[src/rtl/cpu_sequencer.sv]
// Three-phase multicycle CPU sequencer: FETCH -> EXEC1 -> EXEC2, with bus/ALU
// stall handling, halt detection and saturating retire/cycle counters.
package codes;
    typedef enum logic [1:0] {
        FETCH  = 2'd0,
        EXEC1  = 2'd1,
        EXEC2  = 2'd2,
        HALTED = 2'd3
    } state_t;
endpackage

module cpu_sequencer #(
    parameter logic [31:0] HALT_ADDR = 32'h0000_0000,
    parameter int          COUNT_W   = 32
) (
    input  logic               clk_i,
    input  logic               reset_i,
    input  logic               waitrequest_i,
    input  logic               mem_access_i,
    input  logic               alu_busy_i,
    input  logic [31:0]        pc_next_i,
    output codes::state_t      state_o,
    output logic               advance_o,
    output logic               stall_o,
    output logic               active_o,
    output logic [COUNT_W-1:0] instr_count_o,
    output logic [COUNT_W-1:0] cycle_count_o
);
    import codes::*;

    localparam logic [COUNT_W-1:0] ONE = {{(COUNT_W-1){1'b0}}, 1'b1};

    state_t             r_state;
    logic [COUNT_W-1:0] r_instr_cnt;
    logic [COUNT_W-1:0] r_cycle_cnt;
    logic               w_active;
    logic               w_exec;
    logic               w_stall;
    logic               w_advance;

    function automatic logic [COUNT_W-1:0] sat_inc(input logic [COUNT_W-1:0] v);
        return (&v) ? v : v + ONE;
    endfunction

    assign w_active  = (r_state != HALTED);
    assign w_exec    = (r_state == EXEC1) || (r_state == EXEC2);
    // Reset gates the qualifiers so nothing commits while the sequencer is held.
    assign w_stall   = ~reset_i & w_active &
                       ((mem_access_i & waitrequest_i) | (w_exec & alu_busy_i));
    assign w_advance = ~reset_i & w_active & ~w_stall;

    always_ff @(posedge clk_i or posedge reset_i) begin
        if (reset_i) begin
            r_state     <= FETCH;
            r_instr_cnt <= '0;
            r_cycle_cnt <= '0;
        end else begin
            if (w_active)
                r_cycle_cnt <= sat_inc(r_cycle_cnt);
            if (w_advance) begin
                case (r_state)
                    FETCH:   r_state <= EXEC1;
                    EXEC1:   r_state <= EXEC2;
                    EXEC2: begin
                        r_instr_cnt <= sat_inc(r_instr_cnt);
                        r_state     <= (pc_next_i == HALT_ADDR) ? HALTED : FETCH;
                    end
                    default: r_state <= r_state;
                endcase
            end
        end
    end

    assign state_o       = r_state;
    assign advance_o     = w_advance;
    assign stall_o       = w_stall;
    assign active_o      = w_active;
    assign instr_count_o = r_instr_cnt;
    assign cycle_count_o = r_cycle_cnt;
endmodule

[config.mk]
export PLATFORM = sky130hd
export DESIGN_NAME = cpu_sequencer
export DESIGN_NICKNAME = d
export VERILOG_FILES = /design/src/rtl/cpu_sequencer.sv
export SDC_FILE = /design/constraint.sdc
export NUM_CORES = 1
export LEC_CHECK = 0
export ABC_AREA = 0
export CAP_MARGIN = 20
export CORE_MARGIN = 2
export CORE_UTILIZATION = 50
export DETAILED_ROUTE_END_ITERATION = 8
export HOLD_SLACK_MARGIN = 0.02
export PLACE_DENSITY = 0.91
export SLEW_MARGIN = 30
export SYNTH_ARGS = -nofsm -noshare
export SYNTH_HDL_FRONTEND = slang
export SYNTH_SLANG_ARGS = --single-unit
export TNS_END_PERCENT = 5
[constraint.sdc]
create_clock -name clk_i -period 5.3 [get_ports clk_i]
set_clock_uncertainty 0.2 [all_clocks]
set_input_delay 1.325 -clock clk_i [delete_from_list [all_inputs] [get_ports clk_i]]
set_output_delay 1.325 -clock clk_i [all_outputs]
set_load 0.005 [all_outputs]
==> flow_metrics.env, run 1 <==
export IMPL_design_die_area_um2=7312
export IMPL_hold_class="flop to flop"
export IMPL_max_slew_worst_pin_slew_ps=683.3
export IMPL_grtUsageMet2_pct=42.68
export IMPL_synthMuxAreaShare_pct=1.620
export IMPL_clockBufferDepth=2
export IMPL_cp_required_ps=3770
export IMPL_slowest_delay_ps=500
export IMPL_core_area_um2=6386
export IMPL_synth_fp_nets=367
export IMPL_yosys_warnings=0
export IMPL_synth_seq_cells=66
export IMPL_clkTransAtPathRegs_ps=70
export IMPL_dr_first_iter_drc_count=139
export IMPL_drc=0
export IMPL_start_util_pct=52.02
export IMPL_layout_area_seq_um2=1652
export IMPL_mostFrequentLayoutCell="clkdlybuf4s50_1"
export IMPL_dieWidth_um=85.51
export IMPL_top_usage_layer="met2"
export IMPL_synth_xor_area_share_pct=15.03
export IMPL_insertion_delay_ps=330
export IMPL_yosysTopAreaCell="dfrtp_1"
export IMPL_path_delay_family="buffers and inverters"
export IMPL_portBuffers=105
export IMPL_synth_main_ff_cell="dfrtp_1"
export IMPL_multi_input_area_um2=1587
export IMPL_synth_top_family_by_area="simple AND/OR/NAND/NOR gates"
export IMPL_async_flop_share_pct=100.0
export IMPL_setup_viol=0
export IMPL_max_slew_margin_pct=54.38
export IMPL_synth_top_area_share_pct=49.72
export IMPL_root_buffer="clkbuf_8"
export IMPL_rsz0062_at_grt="false"
export IMPL_crit_arrival_ps=2760
export IMPL_antenna_cells=0
export IMPL_synth_fa_ha_area_share_pct=1.883
export IMPL_cts_hold_buffers_added=0
export IMPL_fin_tns_setup_ps=0
export IMPL_area_growth_pct=39.96
export IMPL_worst_path_max_fanout=5
export IMPL_rows=29
export IMPL_slew_viol_final=0
export IMPL_ios=106
export IMPL_drive_gt1_share_pct=5.882
export IMPL_tritoncts="done"
export IMPL_antenna_found_initial=0
export IMPL_critPathKind="primary input to output port"
export IMPL_synth_area_top_cells="dfrtp_1 50%, xor2_1 7.6%, xnor2_1 7.4%"
export IMPL_synth_distinct_cells=38
export IMPL_fin_crit_ps=4281
export IMPL_syn_area_per_cell_um2=10.22
export IMPL_cts_num_sinks=66
export IMPL_synth_edf_count=0
export IMPL_timing_fmax_mhz=233.6
export IMPL_grt_pass1_wl_um=14110
export IMPL_period_share_pct=80.77
export IMPL_post_cts_resized=0
export IMPL_place_gp_congestion=0.9143
export IMPL_start_kind="primary input"
export IMPL_cp_end_kind="output port"
export IMPL_drtAntennaViolNets=0
export IMPL_wirelength_um=8226
export IMPL_grt_usage_pct=24.03
export IMPL_leakagePower_nw=2.016
export IMPL_cap_violations=0
export IMPL_ys_seq_area_share_pct=49.72
export IMPL_ir_drop_mv=0.1688
export IMPL_htree_levels=3
export IMPL_crit_top_cell="clkdlybuf4s50_1"
export IMPL_outcome="finished clean"
export IMPL_vias=2965
export IMPL_synth_simple_area_share_pct=25.46
export IMPL_grt_use_met3_pct=4.427
export IMPL_crit_chain="clkdlybuf4s50_1 -> nor2_1 -> nand2_1 -> inv_1 -> clkdlybuf4s50_1"
export IMPL_wl_per_cell_um=15.85
export IMPL_cts_buffers=9
export IMPL_place_hpwl_um=6225
export IMPL_hold_violations=0
export IMPL_post_cts_repair_setup_buffers=0
export IMPL_grt_overflow_total=0
export IMPL_placed_cells=504
export IMPL_syn_area_um2=3322
export IMPL_cp_num_buf_inv=3
export IMPL_first_pass_iters=4
export IMPL_synth_compound_area_share_pct=3.766
export IMPL_final_nets=480
export IMPL_final_cell_mix="105 x clkdlybuf4s50_1, 66 x dfrtp_1, 29 x nand4_1, 29 x xor2_1, 28 x xnor2_1"
export IMPL_avgViaCountPerCell=5.713
export IMPL_power_density_nw_per_um2=283.1
export IMPL_slowest_stage="clkdlybuf4s50_1"
export IMPL_synthCells=325
export IMPL_final_cells=519
export IMPL_grt_pass1_vias=3025
export IMPL_nFillCells=444
export IMPL_use_met1_pct=29.23
export IMPL_grt_max_degree=35
export IMPL_die_h_um=85.51
[sequential cells by signal, summed over array words and instances, names as in the netlist]
name	cells
state_o	2
cycle_count_o	32
instr_count_o	32
[synth_stat cells (5+ instances only)]
cell / n
dfrtp_1: 66
nand4_1: 29
xor2_1: 29
xnor2_1: 28
nor2_1: 25
nand2_1: 22
nor3_1: 18
inv_1: 17
nand3_1: 15
nor4_1: 13
and3_1: 8
a21oi_1: 6
ha_1: 5
[worst paths after layout]
check | start | end | slack [ps] | depth (start not counted)
setup / recovery | reset_i | advance_o | 1020 | 5
hold / removal | cycle_count_o[30]$_DFFE_PP0P_ | cycle_count_o[30]$_DFFE_PP0P_ | 290 | 1
setup reg to reg | state_o[1]$_DFFE_PP0P_ | cycle_count_o[29]$_DFFE_PP0P_ | 2640 | 6
hold reg to reg | cycle_count_o[30]$_DFFE_PP0P_ | cycle_count_o[30]$_DFFE_PP0P_ | 290 | 1
max in group asynchronous | reset_i | state_o[1]$_DFFE_PP0P_ | 2730 | 3
min in group asynchronous | reset_i | cycle_count_o[0]$_DFFE_PP0P_ | 1280 | 2
[where the power goes]
part	internal, mW	switching (mW)
Sequential	0.549	0.0637
Combinational	0.171	0.122
Clock	0.227	0.184
Total	0.947	0.370
[kinds of logic after synthesis]
family	Yosys count
simple gates	152
flops	66
xor+xnor	57
buf+inv	22
compound gates	18
mux	5
fa+ha+maj	5
[layer usage]
layer  share of wire, %  wire (um)
met1                 40       3326
met2                 52       4309
met3                5.1        419
met4                2.1        170
met5                  0          0
[per-stage QoR]
| step | power, mW | worst slack (ps) | utilization (%) | hold WS [ps] | instance area, um2 |
|---|---|---|---|---|---|
| finish | 1.316 | 1019 | 72.81 | 294.5 | 4649 |
| global route | 1.385 | 906.4 | 72.81 | 321.8 | 4649 |
| CTS | 1.323 | 1039 | 72.81 | 295.0 | 4649 |
| detailed placement | 0.9146 | 1042 | 69.91 | 282.4 | 4464 |
| global placement | 0.8946 | 1058 | 69.91 | 275.5 | 4464 |
| floorplan | 0.7380 | 2071 | - | 278.0 | 3322 |
[area by class of cell]
type	count	area share [%]
Clock buffer	12	3.122
Sequential cell	66	35.52
Clock inverter	3	0.8611
Tap cell	77	2.072
Timing Repair Buffer	107	22.93
Inverter	17	1.372
Multi-Input combinational cell	237	34.12
Note: power is estimated with default switching activity, not from simulation.
==> run 2, diff against run 1 <==
CORE_UTILIZATION = 47   (was 50)
PLACE_DENSITY = 0.87   (was 0.91)
clock period = 4 ns   (was 5.3 ns; I/O delays follow)
==> flow_metrics.env, run 2 (synthesized netlist as in run 1, its figures left out) <==
export IMPL_first_pass_iters=4
export IMPL_slowest_stage="clkdlybuf4s50_1"
export IMPL_r2r_cells=6
export IMPL_mostFrequentLayoutCell="clkdlybuf4s50_1"
export IMPL_drc=0
export IMPL_antenna_found_initial=0
export IMPL_place_hpwl_um=5999
export IMPL_start_util_pct=48.63
export IMPL_r2r_setup_slack_ps=1330
export IMPL_max_slew_margin_pct=50.79
export IMPL_internal_power_mw=1.308
export IMPL_crit_top_cell="clkdlybuf4s50_1"
export IMPL_route_met2_wl_um=3961
export IMPL_worst_path_max_fanout=3
export IMPL_crit_arrival_ps=2400
export IMPL_final_cell_mix="105 x clkdlybuf4s50_1, 66 x dfrtp_1, 29 x nand4_1, 29 x xor2_1, 28 x xnor2_1"
export IMPL_whs_endpoint="cycle_count_o[19]$_DFFE_PP0P_"
export IMPL_drtAntennaViolNets=0
export IMPL_fin_crit_ps=3596
export IMPL_design_die_area_um2=7756
export IMPL_period_share_pct=89.90
export IMPL_antenna_cells=0
export IMPL_avgViaCountPerCell=5.459
export IMPL_r2r_start="state_o[1]$_DFFE_PP0P_"
export IMPL_hp_start="cycle_count_o[19]$_DFFE_PP0P_"
export IMPL_dieWidth_um=88.07
export IMPL_root_buffer="clkbuf_8"
export IMPL_worst_r2r_endpoint="cycle_count_o[31]$_DFFE_PP0P_"
export IMPL_grt_usage_pct=21.63
export IMPL_tritoncts="done"
export IMPL_p_total_mw=1.813
export IMPL_multi_input_area_um2=1587
export IMPL_cts_num_sinks=66
export IMPL_nFillCells=558
export IMPL_start_kind="primary input"
export IMPL_comb_power_share_pct=21.2
export IMPL_clkTransAtPathRegs_ps=70
export IMPL_startpoint="alu_busy_i"
export IMPL_post_cts_resized=0
export IMPL_dr_first_iter_drc_count=115
export IMPL_core_area_um2=6832
export IMPL_p_switching_uw=505.6
export IMPL_portBuffers=105
export IMPL_critPathKind="primary input to output port"
export IMPL_insertion_delay_ps=350
export IMPL_wl_met1_um=3369
export IMPL_fin_tns_setup_ps=0
export IMPL_cap_violations=0
export IMPL_die_h_um=88.07
export IMPL_post_cts_repair_setup_buffers=0
export IMPL_outcome="finished clean"
export IMPL_max_slew_worst_pin_slew_ps=737.1
export IMPL_area_growth_pct=41.92
export IMPL_rows=30
export IMPL_vias=2948
export IMPL_layout_area_seq_um2=1652
export IMPL_sw_frac_of_total_pct=27.88
export IMPL_drive_gt1_share_pct=6.532
export IMPL_slowest_delay_ps=530
export IMPL_ir_drop_mv=0.2481
export IMPL_p_clk_share_pct=34.2
export IMPL_wirelength_um=8024
export IMPL_hold_class="flop to flop"
export IMPL_cp_required_ps=2800
export IMPL_final_nets=481
export IMPL_cp_end_kind="output port"
export IMPL_hold_violations=0
export IMPL_crit_chain="clkdlybuf4s50_1 -> inv_1 -> o21a_1 -> nor3_1 -> clkdlybuf4s50_1"
export IMPL_rsz0062_at_grt="false"
export IMPL_wl_per_cell_um=14.86
export IMPL_clockBufferDepth=2
export IMPL_ios=106
export IMPL_htree_levels=3
export IMPL_grt_max_degree=37
export IMPL_setup_ws_ps=403.9
export IMPL_leakagePower_nw=2.035
export IMPL_grt_pass1_vias=2897
export IMPL_cts_hold_buffers_added=0
export IMPL_grt_overflow_total=0
export IMPL_timing_fmax_mhz=278.1
export IMPL_seq_power_share_pct=44.6
export IMPL_whs_path_depth=1
export IMPL_setup_viol=0
export IMPL_cts_buffers=9
export IMPL_grt_pass1_wl_um=13140
export IMPL_top_layer="met4"
export IMPL_route_met3_wl_um=514
export IMPL_slew_viol_final=0
export IMPL_place_gp_congestion=0.9064
export IMPL_pre_cts_ws_ps=410.4
export IMPL_power_density_nw_per_um2=384.6
==> run 2: cell count changes in the layout (fill, tap and decap cells not counted), sizes merged <==
cell,delta
bufinv,+1
clkinv,+2
clkbuf,-2
buf,+1
==> run 2: worst max-delay path by stage <==
stage / to / slack [ps] / cells past startpoint
global route: advance_o / 280 / 5
finish: stall_o / 400 / 5
global placement: advance_o / 440 / 5
detailed placement: stall_o / 410 / 5
CTS: stall_o / 390 / 5
floorplan: cycle_count_o[0]$_DFFE_PP0P_ / 1150 / 1
==> run 2: cell type report <==
type                            instances  area share [%]
Clock inverter                          6           1.937
Multi-Input combinational cell        237           33.65
Inverter                               17           1.354
Sequential cell                        66           35.03
Tap cell                               96           2.548
Timing Repair Buffer                  108           22.77
Clock buffer                           10           2.707
==> run 2: power groups by stage <==
stage / registers (mW) / logic (mW) / clock network, mW
finish: 0.809 / 0.385 / 0.619
global route: 0.820 / 0.424 / 0.658
CTS: 0.808 / 0.390 / 0.625
detailed placement: 0.819 / 0.387 / 0
global placement: 0.816 / 0.375 / 0
floorplan: 0.812 / 0.166 / 0
==> run 2: worst max-delay path: cells and delay by family <==
kind	cells	cell delay [ps]
AND/OR/NAND/NOR	1	160
buffers and inverters	3	1050
AO/OA/AOI/OAI	1	180
==> run 2: layer usage <==
layer,global-route usage (%),vias to the layer above
met5,0,-
met4,10.06,0
met3,5.467,17
met2,35.47,104
met1,26.95,1429
li1,-,1398
==> run 2: per-stage QoR <==
stage,cells,utilization (%),instance area [um2],hold WS [ps]
floorplan,325,-,3322,278.0
detailed placement,524,65.81,4496,287.1
CTS,540,69.01,4715,295.2
finish,540,69.01,4715,297.3
global route,540,69.01,4715,298.9
global placement,524,65.81,4496,276.3
==> run 3, diff against run 2 <==
REMOVE_ABC_BUFFERS = 1   (was default)
==> flow_metrics.env, run 3 (synthesized netlist as in run 1, its figures left out) <==
export IMPL_grt_max_degree=36
export IMPL_layout_area_seq_um2=1652
export IMPL_avgViaCountPerCell=5.492
export IMPL_wl_per_cell_um=14.84
export IMPL_final_nets=480
export IMPL_antenna_found_initial=0
export IMPL_start_util_pct=48.63
export IMPL_outcome="finished clean"
export IMPL_design_die_area_um2=7756
export IMPL_final_cells=539
export IMPL_final_cell_mix="105 x clkdlybuf4s50_1, 66 x dfrtp_1, 29 x nand4_1, 29 x xor2_1, 28 x xnor2_1"
export IMPL_post_cts_resized=0
export IMPL_crit_chain="clkdlybuf4s50_1 -> nor2_1 -> nand2_1 -> inv_1 -> clkdlybuf4s50_1"
export IMPL_area_growth_pct=42.64
export IMPL_ios=106
export IMPL_wirelength_um=8001
export IMPL_place_hpwl_um=5813
export IMPL_insertion_delay_ps=340
export IMPL_placed_cells=523
export IMPL_cp_required_ps=2800
export IMPL_die_h_um=88.07
export IMPL_cts_num_sinks=66
export IMPL_tritoncts="done"
export IMPL_grt_pass1_wl_um=13230
export IMPL_fin_crit_ps=3617
export IMPL_post_dp_cell_area_um2=4501
export IMPL_cap_violations=0
export IMPL_leakagePower_nw=2.043
export IMPL_drtAntennaViolNets=0
export IMPL_antenna_cells=0
export IMPL_timing_fmax_mhz=276.4
export IMPL_dr_first_iter_drc_count=127
export IMPL_cts_buffers=9
export IMPL_htree_levels=3
export IMPL_slowest_stage="clkdlybuf4s50_1"
export IMPL_crit_arrival_ps=2420
export IMPL_critPathKind="primary input to output port"
export IMPL_crit_top_cell="clkdlybuf4s50_1"
export IMPL_cts_hold_buffers_added=0
export IMPL_power_density_nw_per_um2=390.4
export IMPL_max_slew_margin_pct=53.76
export IMPL_ir_drop_mv=0.2981
export IMPL_drc=0
export IMPL_multi_input_area_um2=1587
export IMPL_mostFrequentLayoutCell="clkdlybuf4s50_1"
export IMPL_slew_viol_final=0
export IMPL_hold_class="flop to flop"
export IMPL_worst_path_max_fanout=5
export IMPL_first_pass_iters=4
export IMPL_dieWidth_um=88.07
export IMPL_start_kind="primary input"
export IMPL_grt_usage_pct=21.89
export IMPL_grt_overflow_total=0
export IMPL_clockBufferDepth=2
export IMPL_final_core_util_pct=69.36
export IMPL_period_share_pct=90.44
export IMPL_cp_num_buf_inv=3
export IMPL_slowest_delay_ps=490
export IMPL_max_slew_worst_pin_slew_ps=692.6
export IMPL_fin_tns_setup_ps=0
export IMPL_post_cts_repair_setup_buffers=0
export IMPL_rsz0062_at_grt="false"
export IMPL_drive_gt1_share_pct=6.546
export IMPL_root_buffer="clkbuf_8"
export IMPL_core_area_um2=6832
export IMPL_rows=30
export IMPL_design_area_um2=4738
export IMPL_portBuffers=105
export IMPL_cp_end_kind="output port"
export IMPL_place_gp_congestion=0.9350
export IMPL_grt_pass1_vias=2951
export IMPL_clkTransAtPathRegs_ps=70
export IMPL_hold_violations=0
export IMPL_path_delay_family="buffers and inverters"
export IMPL_setup_viol=0
export IMPL_nFillCells=528
export IMPL_vias=2960
[run 3: changes by cell type in the layout (fill, tap and decap cells not counted), sizes merged]
cell,change
clkinvlp,+1
clkbuf,+2
clkinv,-3
buf,-1
[run 3: worst paths after layout]
kind / startpoint / endpoint / slack (ps) / depth (start not counted)
worst max-delay path: reset_i / advance_o / 380 / 5
worst min-delay path: cycle_count_o[19]$_DFFE_PP0P_ / cycle_count_o[19]$_DFFE_PP0P_ / 290 / 1
worst max register to register: state_o[1]$_DFFE_PP0P_ / cycle_count_o[31]$_DFFE_PP0P_ / 1350 / 6
worst min register to register: cycle_count_o[19]$_DFFE_PP0P_ / cycle_count_o[19]$_DFFE_PP0P_ / 290 / 1
max in group asynchronous: reset_i / cycle_count_o[24]$_DFFE_PP0P_ / 2030 / 3
min in group asynchronous: reset_i / instr_count_o[6]$_DFFE_PP0P_ / 930 / 2
[run 3: stage by stage]
step / setup WS [ps] / power, mW / hold slack (ps)
finish: 382.5 / 1.850 / 290.8
global route: 301.0 / 1.943 / 313.4
CTS: 373.3 / 1.862 / 294.6
detailed placement: 374.2 / 1.209 / 286.1
global placement: 425.2 / 1.192 / 280.9
floorplan: 1145 / 0.9770 / 278.0
[run 3: area by class of cell]
class                           count  area share [%]
Tap cell                           96           2.535
Timing Repair Buffer              107           22.76
Clock buffer                       12           3.486
Sequential cell                    66           34.86
Inverter                           17           1.347
Multi-Input combinational cell    237           33.48
Clock inverter                      4           1.532
[run 3: metal layers]
layer / share of wire, % / track usage (%)
met1: 44 / 27.87
met2: 49 / 36.16
met3: 5.5 / 6.126
met4: 2.0 / 7.438
met5: 0 / 0
[run 3: power by group]
group          total (mW)  switching (mW)  internal [mW]
clock network       0.655           0.254          0.401
logic               0.382           0.155          0.227
registers           0.812          0.0846          0.728
total                1.85           0.494           1.36
